**config.mk**
```make
export PLATFORM = sky130hd
export DESIGN_NAME = regfile_debug_master
export DESIGN_NICKNAME = d
export VERILOG_FILES = /design/src/rtl/regfile_debug_master.sv
export SDC_FILE = /design/constraint.sdc
export NUM_CORES = 1
export LEC_CHECK = 0
export BUFFER_PORTS_ARGS = -buffer_cell sky130_fd_sc_hd__buf_2
export CORE_ASPECT_RATIO = 0.6
export CORE_MARGIN = 4
export CORE_UTILIZATION = 30
export CTS_BUF_LIST = sky130_fd_sc_hd__clkbuf_4 sky130_fd_sc_hd__clkbuf_8
export DETAILED_ROUTE_END_ITERATION = 6
export GPL_ROUTABILITY_DRIVEN = 0
export PLACE_DENSITY_LB_ADDON = 0.12
export SETUP_SLACK_MARGIN = 0.15
export SLEW_MARGIN = 5
export SYNTH_ARGS = -nofsm -noshare
export SYNTH_HDL_FRONTEND = slang
export SYNTH_SLANG_ARGS = --single-unit
```
**constraint.sdc**
```tcl
create_clock -name clk -period 1.9 [get_ports clk]
set_input_delay 0.285 -clock clk [delete_from_list [all_inputs] [get_ports clk]]
set_output_delay 0.285 -clock clk [all_outputs]
set_load 0.1 [all_outputs]
```
**src/rtl/regfile_debug_master.sv**
```systemverilog
// Debug-side initiator for the register file: single read/write commands and full-file dumps
// over a valid/ready command channel, with results returned on a valid/ready response channel.
module regfile_debug_master #(
  parameter int NUM_REGS = 32,
  parameter int IDX_W    = 5,
  parameter int DATA_W   = 32
) (
  input  logic              clk,
  input  logic              nRST,
  input  logic              cmd_valid,
  output logic              cmd_ready,
  input  logic              cmd_write,
  input  logic              cmd_dump,
  input  logic [IDX_W-1:0]  cmd_index,
  input  logic [DATA_W-1:0] cmd_wdata,
  output logic              rsp_valid,
  input  logic              rsp_ready,
  output logic [IDX_W-1:0]  rsp_index,
  output logic [DATA_W-1:0] rsp_data,
  output logic              rsp_last,
  output logic              dbg_active,
  output logic              rf_reg_write,
  output logic [IDX_W-1:0]  rf_write_index,
  output logic [DATA_W-1:0] rf_write_data,
  output logic [IDX_W-1:0]  rf_read_index,
  input  logic [DATA_W-1:0] rf_read_data
);

  typedef enum logic [2:0] {IDLE, WRITE, READ, RESP, DUMP_READ, DUMP_RESP} state_t;

  localparam logic [IDX_W-1:0] LAST_IDX = IDX_W'(NUM_REGS - 1);

  state_t            state, state_nxt;
  logic [IDX_W-1:0]  idx;
  logic [DATA_W-1:0] wdata;
  logic              cmd_hs;

  // cmd_ready is gated by reset so nothing is accepted while nRST is low
  assign cmd_ready    = nRST & (state == IDLE);
  assign cmd_hs       = cmd_valid & cmd_ready;
  assign dbg_active   = (state != IDLE);
  assign rsp_valid    = (state == RESP) | (state == DUMP_RESP);
  assign rf_reg_write = (state == WRITE) & (idx != '0);
  assign rf_write_index = idx;
  assign rf_write_data  = wdata;
  assign rf_read_index  = ((state == READ) | (state == DUMP_READ)) ? idx : '0;

  always_ff @(posedge clk or negedge nRST) begin
    if (!nRST) state <= IDLE;
    else       state <= state_nxt;
  end

  always_comb begin
    state_nxt = state;
    case (state)
      IDLE: if (cmd_hs) begin
        if (cmd_write)     state_nxt = WRITE;
        else if (cmd_dump) state_nxt = DUMP_READ;
        else               state_nxt = READ;
      end
      WRITE:     state_nxt = READ;
      READ:      state_nxt = RESP;
      RESP:      if (rsp_ready) state_nxt = IDLE;
      DUMP_READ: state_nxt = DUMP_RESP;
      DUMP_RESP: if (rsp_ready) state_nxt = rsp_last ? IDLE : DUMP_READ;
      default:   state_nxt = IDLE;
    endcase
  end

  always_ff @(posedge clk or negedge nRST) begin
    if (!nRST) begin
      idx       <= '0;
      wdata     <= '0;
      rsp_index <= '0;
      rsp_data  <= '0;
      rsp_last  <= 1'b0;
    end else begin
      case (state)
        IDLE: if (cmd_hs) begin
          idx   <= (cmd_dump & ~cmd_write) ? '0 : cmd_index;
          wdata <= cmd_wdata;
        end
        READ, DUMP_READ: begin
          rsp_data  <= rf_read_data;
          rsp_index <= idx;
          rsp_last  <= (state == READ) | (idx == LAST_IDX);
        end
        // advance only after the consumer took the beat; last beat leaves idx in range
        DUMP_RESP: if (rsp_ready & ~rsp_last) idx <= idx + 1'b1;
        default: ;
      endcase
    end
  end

endmodule

```
* Word-level counts from Yosys, hierarchy flattened
Cells that the tools add are included.
Storage, ports and cells: register bits 78, word-level logic and storage cells 47, input bits 75, output and inout port bits 84
Operators by class: multiplexer cells 12, bitwise operators 10, reduce and logical (&&, ||, !) cells 8, add/subtract/negate cells 1, eq/ne operators 10
Operator list (count):
- 5-bit two-way mux | 4
- 3-bit two-way mux | 6
- 3-bit case mux with 6 select lines | 1
- 5-bit case mux with 2 select lines | 1
- 3-bit by 2-bit == test with 1-bit output (second input constant) | 2
- 3-bit == test (second input constant) | 2
- 2-bit inequality test (second input constant) | 3
- 3-bit AND reduction | 2
- 5-bit by 1-bit adder with 5-bit output (second input constant) | 1
- 1-bit AND | 5
- 5-bit == test (second input constant) | 1
- 5-bit nonzero test | 1
- 3-bit by 1-bit == test with 1-bit output (second input constant) | 1
- 3-bit zero test | 1
- 1-bit bitwise OR | 3
- 3-bit nonzero test | 1
- 2-bit by 1-bit inequality test with 1-bit output (second input constant) | 1
- 1-bit NOT | 2
- 2-bit AND reduction | 1
- 2-bit nonzero test | 1
- 2-bit OR reduction | 1

* Depth between registers and ports, before layout
depth in word-level cells 5, depth in mapped cells 6, gate-level depth less buffers 6

* Worst setup path before layout
OpenSTA, ideal clock, no wires.
kind reg2out, from register idx[0], in the netlist rf_write_index[0], to output rf_reg_write, cell stages (with the launch flop) 5, arrival time 2.754 ns, buffers on the path 0, required time 1.615 ns, setup slack -1.139 ns, path through dfrtp_1 -> inv_1 -> ha_1 -> nor4b_1 -> nor2_1
On the way: word-level cells in the longest chain between the ends 2
RTL lines:
- from (decl) | line 34 | logic [IDX_W-1:0] idx;
- from (signal assigned) | line 80 | idx <= (cmd_dump & ~cmd_write) ? '0 : cmd_index;
- from (signal assigned) | line 89 | DUMP_RESP: if (rsp_ready & ~rsp_last) idx <= idx + 1'b1;
- 5-bit nonzero test | line 43 | assign rf_reg_write = (state == WRITE) & (idx != '0);
- 1-bit AND | line 43
- to (decl) | line 22 | output logic rf_reg_write,
Every way passes these cells.

* Worst setup path after layout
from register state[2], to output rf_read_index[3]
On the way: word-level cells in the longest chain between the ends 3, elaborated cells on any way between the ends 4, those cells by class eq/ne: 2; mux: 1; bitwise: 1
RTL lines:
- from (decl) | line 33 | state_t state, state_nxt;
- from (signal assigned) | line 50 | else state <= state_nxt;
- 3-bit by 2-bit == test with 1-bit output / 3-bit == test (equally long branches) | line 46 | assign rf_read_index = ((state == READ) | (state == DUMP_READ)) ? idx : '0;
- 1-bit bitwise OR (*) | line 46
- 5-bit two-way mux (*) | line 46
- to (decl) | line 25 | output logic [IDX_W-1:0] rf_read_index,
Mark *: on every way between the ends. The rest lies on a longest branch, timed or not.

==> summary.md <==
| Metric | Value |
|---|---|
| Effective utilization at floorplan | 31.5% |
| Setup crit end kind | output pin |
| Synthesized netlist cell count | 226 |
| Setup violators final | 0 |
| Antenna-violating nets left | 0 |
| Average instance area after synthesis | 15.1 sq um |
| Number of top-level design ports | 159 |
| Clock latency reported for the late side of the worst-skew pair | 350 ps |
| Via density per instance | 4.49 |
| Die X-Extent | 146 microns |
| Post-place setup slack | 237 ps |
| Share of final-layout standard cells stronger than drive strength 1 | 65.3% |
| Area of the die | 13200 sq um |
| Std-Cell Core Area | 10800 sq um |
| Worst-path cell chain | xor2_2 > nor2b_4 > and2_2 > buf_12 |
| Total of warnings raised by yosys | 0 |
| Register bit total from synthesis | 78 |
| Max-slew violation count | 0 |
| Most instantiated flip-flop cell in the synthesis netlist | dfrtp_1 |
| Root Driver | clkbuf_8 |
| Kind of start point of the critical path | flip-flop |
| Data arrival time of the critical path | 1560 ps |
| Syn Std Cell Area | 3410 sq um |
| Half-perimeter wire length after placement | 6300 microns |
| Hold violation total from the final report | 0 |
| Die height | 90.6 microns |
| Fin Setup TNS | 0 ps |
| Post-route fraction of the period consumed by the critical path | 97.3% |
| Via total after detailed routing | 2436 |
| Max-cap check violation count | 0 |
| Most area-hungry cell type in the Yosys netlist | dfrtp_1 |
| Initial antenna violation count | 0 |
| Launch point of the worst path | state[2] |
| Combined global-route utilization of all metal layers | 13.0% |
| Top cells by area, synth | dfrtp_1 57%, mux2_4 12%, mux2_1 9.9% |
| Maximum net fanout on the critical path | 7 |
| Layout-stage area growth over the synthesis result | 42.4% |
| Worst setup skew after layout | 13.2 ps |
| Input/output buffers | 158 |
| Number of buffers created by CTS | 9 |
| Worst stage delay on the critical path | 450 ps |
| Number of library cell types mapped by synthesis | 36 |
| Worst min-delay path class | in -> reg |
| Proportion of netlist area held by the largest area contributor | 57.2% |
| Starting DRT DRC Count | 89 |
| Library cell with the highest instance count after synthesis | dfrtp_1 |
| Core utilization of the finished layout | 44.9% |
| Number of detailed-routing iterations run before antenna repair | 4 |
| Syn_nets | 304 |
| Endpoint required time on the critical path | 1620 ps |
| Wirelength, routed | 8930 microns |
| Setup repair after global routing missed its margin | yes |
| Depth of the CTS H-tree | 3 |
| TritonCTS clock tree | yes |
| Diodes inserted | 0 |
| Post-synth EDFFs | 0 |
| Register-to-register path setup slack | 140 ps |
| Relative max-transition margin | 52.2% |
| Clock sink total | 78 |
| Most frequent cells after synthesis | 78 x dfrtp_1, 30 x mux2_1, 28 x mux2_4 |
| Worst-case clock buffer depth | 2 |
| Final Non-Filler Cells | 543 |
| Floorplan row count | 29 |
| Slew @ Worst Pin | 717 ps |
| Number of global-route vias before repair | 2605 |
| Number of nets in the final layout | 478 |
| Global-route wire length before repair | 13700 microns |
| Largest net degree at the start of global routing | 76 |
| Count of filler cells inserted in the layout | 1028 |
| Run status | completed |
| Total placed cells including tap cells | 520 |
| Master of the slowest instance on the critical path | dfrtp_2 |
| Ys async rst share | 100% |
| Startpoint of the worst register-to-register path | state[2] |
| Max frequency | 541 MHz |
| Final routed DRC violation total | 0 |
| Final Critical Period | 1850 ps |
| Proportion of synthesized chip area in sequential cells | 57.2% |
| Clock slew at reported path FFs | 90 ps |
| Final WS setup | 50.4 ps |
| Post-DR wirelength/cell | 16.4 microns |
| Beginning of the worst hold path | rf_read_data[24] |
| Kind of critical path | reg -> out |
| Remaining global-route overflow | 0 |
-- through the flow --
step	cell area, sq um	hold WS [ps]
2_1_floorplan	3430	-10.6
4_1_cts	4730	126
5_1_grt	4860	124
3_5_place_dp	4480	106
3_3_place_gp	4480	110
6_report	4860	148
-- routing by layer --
metal  global-route usage [%]  wire length [microns]  vias to the layer above
met5                        0                      0                        -
met3                     5.27                    609                        9
met2                     19.1                   3810                       98
li1                         -                      -                     1149
met1                     17.8                   4430                     1180
met4                     3.08                     80                        0
-- logic make-up (layout without fill, tap and decap cells) --
| kind of cell | count (synthesis) | after routing | synth area share (%) |
|---|---|---|---|
| buffers and inverters | 15 | 193 | 4.48 |
| multiplexers | 69 | 69 | 25.9 |
| XOR/XNOR | 1 | 1 | 0.257 |
| AO/OA/AOI/OAI | 24 | 24 | 4.88 |
| flip-flops | 78 | 78 | 57.2 |
| AND/OR/NAND/NOR | 36 | 36 | 6.20 |
| adder cells (fa/ha/maj) | 3 | 3 | 1.10 |
-- flip-flops by register name, summed over array words and instances, names as in the netlist --
signal	count
rf_write_data	32
rf_write_index	5
rsp_data	32
rsp_index	5
rsp_last	1
state	3
-- placed cells by master (no fill, tap or decap), types with 2 or more instances in the layout --
cell type	synthesis	routed
clkbuf_8	0	9
dfrtp_1	78	71
a211oi_1	2	2
dfrtp_2	0	7
and2_4	0	5
mux2_2	11	11
buf_6	5	2
buf_4	2	11
clkinvlp_4	0	2
buf_2	2	148
ha_1	3	3
nand2_1	5	5
mux2_1	30	17
a21oi_1	7	7
a2bb2oi_1	2	2
nand3_1	4	4
inv_1	3	3
a31oi_1	4	4
mux2_4	28	41
nor2_1	10	9
buf_12	3	11
-- layout make-up --
type / instances / area [sq um] / share of cell area, %
clock buffer: 10 / 131 / 2.70
inverter: 3 / 11.3 / 0.232
tap: 139 / 174 / 3.58
multi-input combinational: 133 / 1410 / 28.9
timing repair buffer: 175 / 1120 / 23.0
clock inverter: 5 / 58.8 / 1.21
sequential: 78 / 1960 / 40.4
-- worst max-delay path, delay by kind of cell, from the launching register on --
family / cells / cell delay [ps]
simple gates: 2 / 430
flops: 1 / 450
xor+xnor: 1 / 170
buf+inv: 1 / 170
-- worst paths after layout --
path,end,cells after the start
worst max register to register,rsp_data[0],6
worst min-delay path,rsp_data[24],2
max in group asynchronous,rf_write_index[4],3
worst min register to register,rsp_data[24],1
worst max-delay path,rf_read_index[3],4
min in group asynchronous,rf_write_index[2],2
-- what timing repair did --
item                                    in CTS  in global routing
endpoints found under the hold margin        3                  0
buffers inserted                             4                  1
resized for setup                            8                 22
hold buffers                                 1                  0
pin swaps                                    2                  1
gates cloned                                 0                  2
endpoints found under the setup margin       8                 86
Power is not shown: default switching activity piles up to over one toggle a cycle in this logic, so the estimate is an artifact.
